<file path="src/rtl/register_file_pkg.sv">
// Shared datapath types and constants for the general-purpose register file.
package register_file_pkg;

    localparam int unsigned XLEN       = 32;
    localparam int unsigned REG_ADDR_W = 5;
    localparam int unsigned NUM_REGS   = 2 ** REG_ADDR_W;

    typedef logic [XLEN-1:0]       word_t;
    typedef logic [REG_ADDR_W-1:0] reg_addr_t;

    localparam reg_addr_t ZERO_REG = 5'd0;

endpackage

</file>
<file path="src/rtl/register_file_if.sv">
// Decode/writeback-side bundle for the register file: two read ports, one write port.
interface register_file_if
    import register_file_pkg::*;
#(
    parameter int unsigned DATA_W = XLEN,
    parameter int unsigned ADDR_W = REG_ADDR_W
);

    logic [ADDR_W-1:0] a1;
    logic [ADDR_W-1:0] a2;
    logic [ADDR_W-1:0] a3;
    logic              we3;
    logic [DATA_W-1:0] wd3;
    logic [DATA_W-1:0] rd1;
    logic [DATA_W-1:0] rd2;

    modport master (
        output a1, a2, a3, we3, wd3,
        input  rd1, rd2
    );

    modport slave (
        input  a1, a2, a3, we3, wd3,
        output rd1, rd2
    );

endinterface

</file>
<file path="src/rtl/register_file.sv">
// 2**ADDR_W x DATA_W register file: two combinational read ports, one clocked write port,
// x0 hardwired to zero, asynchronous active-low clear.
module register_file
    import register_file_pkg::*;
#(
    parameter int unsigned DATA_W = XLEN,
    parameter int unsigned ADDR_W = REG_ADDR_W
) (
    input  logic            clk,
    input  logic            rst_n,
    register_file_if.slave  bus
);

    localparam int unsigned NumRegs = 2 ** ADDR_W;
    localparam logic [ADDR_W-1:0] ZeroAddr = ADDR_W'(ZERO_REG);

    logic [DATA_W-1:0] regs_q [NumRegs];

    // Entry 0 is cleared on reset and never written; the read path also forces it to zero.
    always_ff @(posedge clk or negedge rst_n) begin
        if (!rst_n) begin
            regs_q <= '{default: '0};
        end else if (bus.we3 && (bus.a3 != ZeroAddr)) begin
            regs_q[bus.a3] <= bus.wd3;
        end
    end

    function automatic logic [DATA_W-1:0] read_port(input logic [ADDR_W-1:0] addr);
        return (addr == ZeroAddr) ? '0 : regs_q[addr];
    endfunction

    // No write-to-read bypass: a same-cycle write becomes visible only after the edge.
    always_comb begin
        bus.rd1 = read_port(bus.a1);
        bus.rd2 = read_port(bus.a2);
    end

endmodule

</file>
<file path="src/flat_wrapper.sv">
// flat-port wrapper written by rule: the top's interface ports become plain ports
module register_file_flat import register_file_pkg::*;
#(
    parameter int unsigned DATA_W = XLEN,
    parameter int unsigned ADDR_W = REG_ADDR_W
)
  (clk, rst_n, bus_a1, bus_a2, bus_a3, bus_we3, bus_wd3, bus_rd1, bus_rd2);
  register_file_if #(.DATA_W(DATA_W), .ADDR_W(ADDR_W)) bus_i ();
  input  logic clk;
  input  logic rst_n;
  input wire logic [$bits(bus_i.a1)-1:0] bus_a1;
  input wire logic [$bits(bus_i.a2)-1:0] bus_a2;
  input wire logic [$bits(bus_i.a3)-1:0] bus_a3;
  input wire logic [$bits(bus_i.we3)-1:0] bus_we3;
  input wire logic [$bits(bus_i.wd3)-1:0] bus_wd3;
  output wire logic [$bits(bus_i.rd1)-1:0] bus_rd1;
  output wire logic [$bits(bus_i.rd2)-1:0] bus_rd2;
  assign bus_i.a1 = bus_a1;
  assign bus_i.a2 = bus_a2;
  assign bus_i.a3 = bus_a3;
  assign bus_i.we3 = bus_we3;
  assign bus_i.wd3 = bus_wd3;
  assign bus_rd1 = bus_i.rd1;
  assign bus_rd2 = bus_i.rd2;
  register_file #(.DATA_W(DATA_W), .ADDR_W(ADDR_W)) u_core (.clk(clk), .rst_n(rst_n), .bus(bus_i));
endmodule
</file>
<file path="config.mk">
export PLATFORM = sky130hd
export DESIGN_NAME = register_file_flat
export DESIGN_NICKNAME = d
export VERILOG_FILES = /design/src/rtl/register_file_pkg.sv /design/src/rtl/register_file_if.sv /design/src/rtl/register_file.sv /design/src/flat_wrapper.sv
export SDC_FILE = /design/constraint.sdc
export NUM_CORES = 2
export LEC_CHECK = 0
export CAP_MARGIN = 20
export CORE_ASPECT_RATIO = 1.5
export CORE_MARGIN = 8
export CORE_UTILIZATION = 45
export DETAILED_ROUTE_END_ITERATION = 16
export DONT_BUFFER_PORTS = 1
export PLACE_DENSITY = 0.59
export SYNTH_ARGS = -nofsm -noshare
export SYNTH_HDL_FRONTEND = slang
export SYNTH_SLANG_ARGS = --single-unit
</file>
<file path="constraint.sdc">
create_clock -name clk -period 1.95 [get_ports clk]
set_input_delay 0.39 -clock clk [delete_from_list [all_inputs] [get_ports clk]]
set_output_delay 0.39 -clock clk [all_outputs]
set_load 0.02 [all_outputs]
</file>
==> insert_results.sql <==
INSERT INTO impl_metrics (metric_group, metric, value, unit) VALUES
('placed_design', 'dpl.cell_count', '5129', ''),
('power', 'total_leakage_power', '0.02767', 'µW'),
('power', 'max-vdd-ir-drop', '833.0', 'µV'),
('final_layout', 'final_cell_area', '0.06507', 'mm²'),
('final_layout', 'largest_register_ff_count', '1024', ''),
('power', 'pwr_density_cell', '971.2', 'mW/mm²'),
('global_route', 'grt_pass1_wl', '266600', 'µm'),
('logic_synthesis', 'synth_async_sr_flop_share', '100.0', '%'),
('logic_synthesis', 'synth-adder-area-share', '0', '%'),
('logic_synthesis', 'synthesis.nets', '3663', ''),
('placed_design', 'placedInstanceArea', '0.05937', 'mm²'),
('hold_path', 'min_path_type', 'input pin to register', ''),
('floorplanning', 'num_rows', '157', ''),
('clock_network', 'cts_root_buffer', 'sky130_fd_sc_hd__clkbuf_16', ''),
('worst_setup_path', 'crit_path_start', 'u_core.regs_q[1013]', ''),
('global_route', 'largest_net_degree_at_the_start_of_global_routing', '290', ''),
('final_layout', 'stdcell_count', '5382', ''),
('final_layout', 'layout-drive-gt1-share', '60.91', '%'),
('placed_design', 'numPortBuffers', '0', ''),
('sta', 'final.setup.worst_slack', '-0.8672', 'ns'),
('floorplanning', 'core-area', '0.1218', 'mm²'),
('sta', 'timing.final.hold_violations', '0', ''),
('floorplanning', 'chipWidth', '301.5', 'µm'),
('worst_setup_path', 'critPathRequiredTime', '1.56', 'ns'),
('worst_setup_path', 'path_delay_family', 'buffers and inverters', ''),
('logic_synthesis', 'synth-seq-area-share', '46.58', '%'),
('outcome', 'run_status', 'finished with violations', ''),
('logic_synthesis', 'post_synth_xor_area_fraction', '0', '%'),
('sta', 'slew_headroom', '26.35', '%'),
('sta', 'worst-slew-pin-transition', '1.101', 'ns'),
('floorplanning', 'design.die.area', '0.1339', 'mm²'),
('worst_setup_path', 'cp.arrival', '2.43', 'ns'),
('global_route', 'antenna_found_initial', '11', ''),
('sta', 'setup_skew_after_layout', '0', 'ns'),
('final_layout', 'top_register', 'u_core.regs_q', ''),
('logic_synthesis', 'combinational_family_with_the_most_area_after_synthesis', 'multiplexers', ''),
('drt', 'detail_route.iter0.violations', '2764', ''),
('sta', 'max_freq', '355.0', 'MHz'),
('outcome', 'violated_checks', 'negative setup slack', ''),
('sta', 'setup_viol_count_final', '64', ''),
('clock_network', 'number_of_buffers_on_the_longest_clock_path', '3', ''),
('worst_setup_path', 'crit_fanout', '2', ''),
('clock_network', 'clock_insertion_delay_worst_skew', '0.70', 'ns'),
('logic_synthesis', 'yosys_warnings', '0', ''),
('sta', 'grt_setup_unrepaired', 'yes', ''),
('clock_network', 'cts_made_buffers', '101', ''),
('global_route', 'gr-total-overflow', '0', ''),
('clock_network', 'cts_tree', 'yes', ''),
('logic_synthesis', 'synthFlopType', 'sky130_fd_sc_hd__dfrtp_1', ''),
('placed_design', 'gp_congestion', '0.7900', ''),
('logic_synthesis', 'synth.ff_latch_count', '1024', ''),
('final_layout', 'reg.largest.list', 'u_core.regs_q: 1024 flops', ''),
('drt', 'drtAntennaViolNets', '0', ''),
('worst_setup_path', 'slowest_delay', '0.45', 'ns'),
('drt', 'drt_pre_antenna_iters', '5', ''),
('drt', 'route.detailed.wl_per_inst', '33.84', 'µm'),
('logic_synthesis', 'syn_area', '0.05502', 'mm²'),
('clock_network', 'cts_num_sinks', '1024', ''),
('logic_synthesis', 'synth_edf_count', '0', ''),
('logic_synthesis', 'synth_compound_area_share', '4.808', '%'),
('sta', 'layout_worst_path_cycle_share', '144.5', '%'),
('final_layout', 'ff_latch_area', '0.02563', 'mm²'),
('drt', 'drt_drc_violations_left', '0', ''),
('run', 'max-cap-violations', '0', ''),
('logic_synthesis', 'yosysUniqueCellTypes', '40', ''),
('logic_synthesis', 'synthesized_netlist_cell_count', '3613', ''),
('final_layout', 'n_fill_cell', '9810', ''),
('logic_synthesis', 'post_synth_simple_gate_area', '1.656', '%'),
('worst_setup_path', 'crit_end_category', 'output port', ''),
('drt', 'drt_wl_total', '182100', 'µm'),
('sta', 'maxSlewViolCount', '0', '');
[Yosys cell counts (all sizes together), types with 2 or more instances]
master / n / area (µm²)
clkbuf: 172 / 645.6
nor2b: 67 / 426.7
nor3b: 4 / 30.03
or4: 2 / 22.52
nand2: 52 / 195.2
or2: 3 / 18.78
a211oi: 64 / 480.5
mux2: 1056 / 11890
dfrtp: 1024 / 25620
a22oi: 64 / 480.5
o21ai: 110 / 550.5
nand3b: 4 / 30.03
mux2i: 128 / 1281
nor2: 23 / 113.9
inv: 2 / 7.510
and2: 2 / 12.51
buf: 251 / 1921
nand3: 2 / 10.01
nand2b: 2 / 12.51
a221oi: 46 / 415.4
mux4: 448 / 10090
o2111ai: 18 / 157.7
a311oi: 64 / 560.5
[path summary, 6_finish.rpt]
path / endpoint / slack [ns] / cells past startpoint
setup / recovery: bus_rd2[21] / -0.87 / 7
hold / removal: u_core.regs_q[236] / 0.03 / 2
setup reg to reg: u_core.regs_q[172] / 0.60 / 2
hold reg to reg: u_core.regs_q[1021] / 0.39 / 0
max in group asynchronous: u_core.regs_q[783] / 0.30 / 4
min in group asynchronous: u_core.regs_q[578] / 0.21 / 2
[per-layer routing]
| layer | wire length, µm | part of all wire [%] | global-route usage (%) |
|---|---|---|---|
| met1 | 69650 | 38 | 33.26 |
| met2 | 93390 | 51 | 46.17 |
| met3 | 11110 | 6.1 | 4.908 |
| met4 | 7993 | 4.4 | 11.62 |
| met5 | 0 | 0 | 0 |
[cell type report]
cell class              instances  area share (%)
multi-input cells            2164           44.44
flip-flops and latches       1024           39.38
clock inverters                38          0.7575
inverters                       2         0.01923
repair buffers                412           7.729
diodes                          6         0.02307
well taps                    1590           3.057
clock buffers                 146           4.593
[kinds of logic (layout without fill, tap and decap cells)]
logic type / after synthesis / count (layout)
AND/OR/NAND/NOR: 166 / 166
buffers and inverters: 425 / 598
flip-flops: 1024 / 1024
other: 0 / 6
AO/OA/AOI/OAI: 366 / 366
multiplexers: 1632 / 1632
[repair_timing]
item                       4_1_cts  5_1_grt
hold buffers                    35        0
cloned                           3        6
pin swaps                       73       39
setup endpoints to repair      452      481
hold endpoints to repair      1224        0
gates resized for setup        200       56
setup buffers                    8        6
[report_power, final]
| part | internal, µW | leakage (µW) | switching (µW) |
|---|---|---|---|
| sequential | 25300 | 0.0131 | 2980 |
| combinational | 8810 | 0.0128 | 5320 |
| clock | 12000 | 0.00172 | 8820 |
| total | 46100 | 0.0277 | 17100 |
[per-stage QoR]
| step | util [%] | power (µW) | hold WS [ns] | setup WS (ns) | setup TNS [ns] |
|---|---|---|---|---|---|
| floorplan | - | 37700 | 0.09441 | -0.1926 | -9.724 |
| global placement | 48.70 | 40350 | 0.09457 | -1.298 | -628.64 |
| detailed placement | 48.75 | 41440 | 0.09459 | -1.522 | -636.73 |
| CTS | 52.71 | 63190 | 0.001789 | -0.9402 | -223.49 |
| global route | 53.42 | 65710 | 0.01992 | -0.9432 | -52.57 |
| finish | 53.43 | 63200 | 0.02536 | -0.8672 | -48.70 |
[cell usage in the layout (no fill, tap or decap), types with 10 or more instances in the layout]
cell type,n
sky130_fd_sc_hd__clkinv_2,18
sky130_fd_sc_hd__a221oi_2,29
sky130_fd_sc_hd__buf_16,16
sky130_fd_sc_hd__mux2i_1,128
sky130_fd_sc_hd__nor2b_1,47
sky130_fd_sc_hd__a311oi_2,44
sky130_fd_sc_hd__a22oi_1,49
sky130_fd_sc_hd__mux4_2,448
sky130_fd_sc_hd__buf_12,93
sky130_fd_sc_hd__a221oi_1,17
sky130_fd_sc_hd__a22oi_2,15
sky130_fd_sc_hd__mux2_1,38
sky130_fd_sc_hd__o21ai_1,44
sky130_fd_sc_hd__a211oi_1,11
sky130_fd_sc_hd__o21ai_4,21
sky130_fd_sc_hd__a211oi_2,42
sky130_fd_sc_hd__nor2b_4,17
sky130_fd_sc_hd__clkbuf_1,18
sky130_fd_sc_hd__buf_4,221
sky130_fd_sc_hd__clkbuf_8,25
sky130_fd_sc_hd__mux2_2,974
sky130_fd_sc_hd__nand2_1,37
sky130_fd_sc_hd__a211oi_4,11
sky130_fd_sc_hd__dlygate4sd3_1,33
sky130_fd_sc_hd__a311oi_4,20
sky130_fd_sc_hd__o2111ai_1,13
sky130_fd_sc_hd__dfrtp_1,1023
sky130_fd_sc_hd__buf_6,32
sky130_fd_sc_hd__o21ai_2,39
sky130_fd_sc_hd__nand2_2,15
sky130_fd_sc_hd__clkbuf_16,112
sky130_fd_sc_hd__mux2_4,44
sky130_fd_sc_hd__bufinv_16,10
sky130_fd_sc_hd__nor2_4,20
Note: power is estimated with default switching activity, not from simulation.
